--- src/rtl/posit_pack_if.sv ---
// rtl/posit_pack_if.sv - operand/result handshake bundle for the posit encoder
interface posit_pack_if #(
    parameter int N  = 32,
    parameter int es = 2
);
    localparam int SW = $clog2(N) + es + 2;

    logic                 in_valid;
    logic                 in_ready;
    logic                 sign;
    logic                 zero;
    logic                 nar;
    logic signed [SW-1:0] scale;
    logic [N-1:0]         frac;
    logic                 out_valid;
    logic                 out_ready;
    logic [N-1:0]         out;

    modport master (
        output in_valid, sign, zero, nar, scale, frac, out_ready,
        input  in_ready, out_valid, out
    );

    modport slave (
        input  in_valid, sign, zero, nar, scale, frac, out_ready,
        output in_ready, out_valid, out
    );
endinterface

--- src/rtl/posit_pack.sv ---
// rtl/posit_pack.sv - 3-stage posit encoder; define POSIT_PACK_RNE_EN for round-to-nearest-even, else truncate
module posit_pack #(
    parameter int N  = 32,
    parameter int es = 2
) (
    input  logic          clk,
    input  logic          rst_n,
    posit_pack_if.slave   pif
);
    localparam int SW = $clog2(N) + es + 2;
    localparam int VW = 2 * N + es + 2;
    localparam logic signed [SW-1:0] KMAX = SW'(N - 2);
    localparam logic signed [SW-1:0] KMIN = SW'(-(N - 1));

`ifdef POSIT_PACK_RNE_EN
    localparam bit RNE_EN = 1'b1;
`else
    localparam bit RNE_EN = 1'b0;
`endif

    logic adv;
    assign adv          = !pif.out_valid || pif.out_ready;
    assign pif.in_ready = adv;

    // S1: split scale into regime run length and exponent bits
    logic signed [SW-1:0] k;
    assign k = $signed(pif.scale) >>> es;

    logic              s1_valid, s1_nar, s1_zero, s1_sign;
    logic              s1_max, s1_min, s1_neg;
    logic [SW-1:0]     s1_sh;
    logic [es+N-1:0]   s1_tail;

    always_ff @(posedge clk) begin
        if (!rst_n) begin
            s1_valid <= 1'b0;
            s1_nar   <= 1'b0;
            s1_zero  <= 1'b0;
            s1_sign  <= 1'b0;
            s1_max   <= 1'b0;
            s1_min   <= 1'b0;
            s1_neg   <= 1'b0;
            s1_sh    <= '0;
            s1_tail  <= '0;
        end else if (adv) begin
            s1_valid <= pif.in_valid;
            s1_nar   <= pif.nar;
            s1_zero  <= pif.zero;
            s1_sign  <= pif.sign;
            s1_max   <= (k >= KMAX);
            s1_min   <= (k <= KMIN);
            s1_neg   <= k[SW-1];
            s1_sh    <= k[SW-1] ? ~k : k;
            s1_tail  <= {pif.scale[es-1:0], pif.frac};
        end
    end

    // S2: a {1,0} (or {0,1}) seed shifted arithmetically grows the regime run
    logic signed [VW-1:0] v;
    logic [N-2:0]         body;
    logic                 guard, sticky, inc;
    logic [N-1:0]         sum, pos_d;

    assign v      = $signed({~s1_neg, s1_neg, s1_tail, {N{1'b0}}}) >>> s1_sh;
    assign body   = v[VW-1 -: N-1];
    assign guard  = v[VW-N];
    assign sticky = |v[VW-N-1:0];
    assign inc    = RNE_EN && guard && (sticky || body[0]);
    assign sum    = {1'b0, body} + {{(N-1){1'b0}}, inc};

    always_comb begin
        pos_d = sum;
        if (sum[N-1])
            pos_d = {1'b0, {(N-1){1'b1}}};
        if (sum == '0)
            pos_d = {{(N-1){1'b0}}, 1'b1};
        if (s1_max)
            pos_d = {1'b0, {(N-1){1'b1}}};
        else if (s1_min)
            pos_d = {{(N-1){1'b0}}, 1'b1};
    end

    logic         s2_valid, s2_nar, s2_zero, s2_sign;
    logic [N-1:0] s2_pos;

    always_ff @(posedge clk) begin
        if (!rst_n) begin
            s2_valid <= 1'b0;
            s2_nar   <= 1'b0;
            s2_zero  <= 1'b0;
            s2_sign  <= 1'b0;
            s2_pos   <= '0;
        end else if (adv) begin
            s2_valid <= s1_valid;
            s2_nar   <= s1_nar;
            s2_zero  <= s1_zero;
            s2_sign  <= s1_sign;
            s2_pos   <= pos_d;
        end
    end

    // S3: specials override the magnitude, negatives are two's complemented
    logic [N-1:0] out_d, out_q;
    logic         out_valid_q;

    always_comb begin
        out_d = s2_sign ? (~s2_pos + {{(N-1){1'b0}}, 1'b1}) : s2_pos;
        if (s2_zero)
            out_d = '0;
        if (s2_nar)
            out_d = {1'b1, {(N-1){1'b0}}};
    end

    always_ff @(posedge clk) begin
        if (!rst_n) begin
            out_valid_q <= 1'b0;
            out_q       <= '0;
        end else if (adv) begin
            out_valid_q <= s2_valid;
            out_q       <= out_d;
        end
    end

    assign pif.out_valid = out_valid_q;
    assign pif.out       = out_q;
endmodule
--- src/flat_wrapper.sv ---
// flat-port wrapper written by rule: the top's interface ports become plain ports
module posit_pack_flat 
#(
    parameter int N  = 32,
    parameter int es = 2
)
  (clk, rst_n, pif_in_valid, pif_sign, pif_zero, pif_nar, pif_scale, pif_frac, pif_out_ready, pif_in_ready, pif_out_valid, pif_out);
  posit_pack_if #(.N(N), .es(es)) pif_i ();
  input  logic clk;
  input  logic rst_n;
  input wire logic [$bits(pif_i.in_valid)-1:0] pif_in_valid;
  input wire logic [$bits(pif_i.sign)-1:0] pif_sign;
  input wire logic [$bits(pif_i.zero)-1:0] pif_zero;
  input wire logic [$bits(pif_i.nar)-1:0] pif_nar;
  input wire logic [$bits(pif_i.scale)-1:0] pif_scale;
  input wire logic [$bits(pif_i.frac)-1:0] pif_frac;
  input wire logic [$bits(pif_i.out_ready)-1:0] pif_out_ready;
  output wire logic [$bits(pif_i.in_ready)-1:0] pif_in_ready;
  output wire logic [$bits(pif_i.out_valid)-1:0] pif_out_valid;
  output wire logic [$bits(pif_i.out)-1:0] pif_out;
  assign pif_i.in_valid = pif_in_valid;
  assign pif_i.sign = pif_sign;
  assign pif_i.zero = pif_zero;
  assign pif_i.nar = pif_nar;
  assign pif_i.scale = pif_scale;
  assign pif_i.frac = pif_frac;
  assign pif_i.out_ready = pif_out_ready;
  assign pif_in_ready = pif_i.in_ready;
  assign pif_out_valid = pif_i.out_valid;
  assign pif_out = pif_i.out;
  posit_pack #(.N(N), .es(es)) u_core (.clk(clk), .rst_n(rst_n), .pif(pif_i));
endmodule
--- config.mk ---
export PLATFORM = sky130hd
export DESIGN_NAME = posit_pack_flat
export DESIGN_NICKNAME = d
export VERILOG_FILES = /design/src/rtl/posit_pack_if.sv /design/src/rtl/posit_pack.sv /design/src/flat_wrapper.sv
export SDC_FILE = /design/constraint.sdc
export NUM_CORES = 1
export LEC_CHECK = 0
export BUFFER_PORTS_ARGS = -buffer_cell sky130_fd_sc_hd__clkbuf_2
export CAP_MARGIN = 0
export CORE_AREA = 2 2 134 136
export CTS_BUF_LIST = sky130_fd_sc_hd__clkbuf_16
export DETAILED_ROUTE_END_ITERATION = 6
export DIE_AREA = 0 0 136 138
export GPL_TIMING_DRIVEN = 0
export PLACE_DENSITY_LB_ADDON = 0.05
export SYNTH_ARGS = -nofsm -noshare
export SYNTH_HDL_FRONTEND = slang
export SYNTH_SLANG_ARGS = --single-unit
--- constraint.sdc ---
create_clock -name clk -period 2.2 [get_ports clk]
set_input_delay 0.33 -clock clk [delete_from_list [all_inputs] [get_ports clk]]
set_output_delay 0.33 -clock clk [all_outputs]
set_load 0.03 [all_outputs]
==> out/metrics.csv <==
metric,value,unit
synth_cell_types,67,
p_per_area,736,nW/um^2
power,6270,uW
core_area,17500,um^2
grt-ovfl-total,0,
num_antenna_cells,0,
ys_seq_elements,110,
cts_buffers,9,
hold_path_class,in -> reg,
min_period_over_period,116,%
nFillCells,1757,
hold-worst-slack,0.178,ns
vias_per_cell,5.70,
antenna_found_initial,0,
slew_headroom,45.2,%
maxSlewViolCount,0,
worst_pin_slew,0.822,ns
portBuffers,76,
multi_input_area,4620,um^2
synth-edff-count,0,
synthCells,804,
grtUsageTotal,25.9,%
dr.pass1.iters,5,
grt_pass1_wl,37000,um
cts.sinks,110,
status,finished with violations,
ys_async_sr_fraction,0,%
clkSlewWorstSetupHoldPaths,0.09,ns
yosys.area.top_type,dfxtp_1,
grt_pass1_vias,6443,
ff_latch_area,2210,um^2
yosysWarnings,0,
worstSetupEndpointType,flop,
start_util,38.0,%
syn_nets,855,
num_rows,49,
post-place-ws,-0.789,ns
whs_path_depth,3,
cts.htree.levels,3,
min_period,2.56,ns
startpoint_type,flop,
synthTopCellsByCount,"nand2_1, dfxtp_1, a21oi_1",
wl_per_cell,21.0,um
layout.nets,969,
grt_max_degree,22,
dp_hpwl,18400,um
cts_hold_buffers,0,
hold_viol,0,
die_y,138,um
crit_type,reg -> reg,
synth_most_common_cell,nand2_1,
synth_area_leaders,"dfxtp_1, mux4_2, nand2_1",
max_freq,391,MHz
fin_util,48.6,%
cts_tree,done,
synth_top_area_share,33.0,%
remaining_drc_errors,0,
cts_buffer_depth,2,
drt_iter0_markers,471,
rsz0062_at_grt,yes,
drv_cap,0,
syn_area,6670,um^2
ir_worst_vdd,397,uV
cts-root-buf,clkbuf_16,
ys_dominant_reg_cell,dfxtp_1,
critPathMaxFanout,8,
syn-mean-instance-area,8.30,um^2
die_w,136,um
io_pins,82,
finalWorstSetupSlack,-0.358,ns
place.gp.congestion,0.933,
worstPathArrival,2.84,ns
violations,setup timing,
setup_viol,18,
power_leakage,0.00330,uW
r2r_cells,9,
cp.required,2.48,ns
finalWirelength,24200,um
final_antenna_net_count,0,
syn_to_final_growth,27.7,%
drive_gt1_share,29.6,%
clkLatencyLatePin,0.37,ns
vias,6565,
dieArea,18800,um^2
fin_skew,0.0118,ns
synth-seq-area-share,33.0,%
==> layout by cell type (no fill, tap or decap), types with 9 or more instances in the layout <==
master     count
a22oi_1       16
clkbuf_16      9
dfxtp_1      105
clkbuf_2      85
xnor2_1       17
mux2i_1       13
inv_1         13
clkbuf_1      31
a21oi_1       73
mux4_2        31
o21ai_0       61
nand2_1      129
nor2_1        73
buf_4         27
xor2_1        19
==> state kept, by name (all words and copies together) (netlist names), 6 cells and up <==
name,count
u_core.s1_sh,6
u_core.s2_pos,31
u_core.pif.out,32
u_core.s1_tail,29
==> area by class of cell <==
class	count	area share, %
inverters	16	0.734
well taps	229	3.36
repair buffers	104	7.40
clock buffers	9	2.64
plain buffers	60	4.43
multi-input cells	617	54.2
clock inverters	7	1.25
flip-flops and latches	110	25.9
==> what timing repair did <==
action	in CTS	in global routing
resized for setup	79	53
buffers inserted	18	9
pin swaps	13	17
endpoints found under the setup margin	59	84
hold endpoints to repair	0	0
gates cloned	1	0
==> path summary, 6_finish.rpt <==
path                                        start                         endpoint  slack (ns)
hold / removal                       pif_frac[30]  u_core.s1_tail[30]$_SDFFE_PN0P_        0.18
setup reg to reg     u_core.s1_sh[1]$_SDFFE_PN0P_    u_core.s2_pos[0]$_SDFFE_PN0P_       -0.36
setup / recovery     u_core.s1_sh[1]$_SDFFE_PN0P_    u_core.s2_pos[0]$_SDFFE_PN0P_       -0.36
hold reg to reg   u_core.pif.out[26]$_SDFFE_PN0P_  u_core.pif.out[26]$_SDFFE_PN0P_        0.45
==> layer usage <==
layer,global-route usage (%),wire (um)
met2,43.6,12000
met1,32.6,10300
met5,0,0
met4,11.3,953
met3,3.89,959
==> worst max-delay path: stages, from the launching register on <==
cell and delay (ns):
dfxtp_4 0.40, buf_12 0.14, buf_12 0.13, mux2_4 0.30, mux4_2 0.49, nand2_1 0.09, o211ai_1 0.23, nor4_2 0.36
nand3_1 0.12, o32ai_2 0.21
==> report_power, final <==
group	internal [uW]	switching (uW)	total, uW
Sequential	2170	241	2420
Combinational	871	1160	2040
Clock	925	893	1820
==> cells by family (layout without fill, tap and decap cells) <==
group / count (synthesis) / after routing / share of synthesized area [%]
AO/OA/AOI/OAI: 246 / 246 / 23.2
AND/OR/NAND/NOR: 265 / 265 / 17.2
multiplexers: 67 / 67 / 16.3
flip-flops: 110 / 110 / 33.0
adder cells (fa/ha/maj): 3 / 3 / 0.563
XOR/XNOR: 36 / 36 / 4.73
buffers and inverters: 77 / 196 / 4.99
==> through the flow <==
| step | area, um^2 | cells | setup TNS, ns |
|---|---|---|---|
| floorplan | 6740 | 804 | -0.0243 |
| global placement | 7410 | 1109 | -11.92 |
| detailed placement | 7410 | 1109 | -11.48 |
| CTS | 8240 | 1144 | -2.02 |
| global route | 8520 | 1152 | -3.74 |
| finish | 8520 | 1152 | -2.15 |
Power figures use the tool's default switching activity.
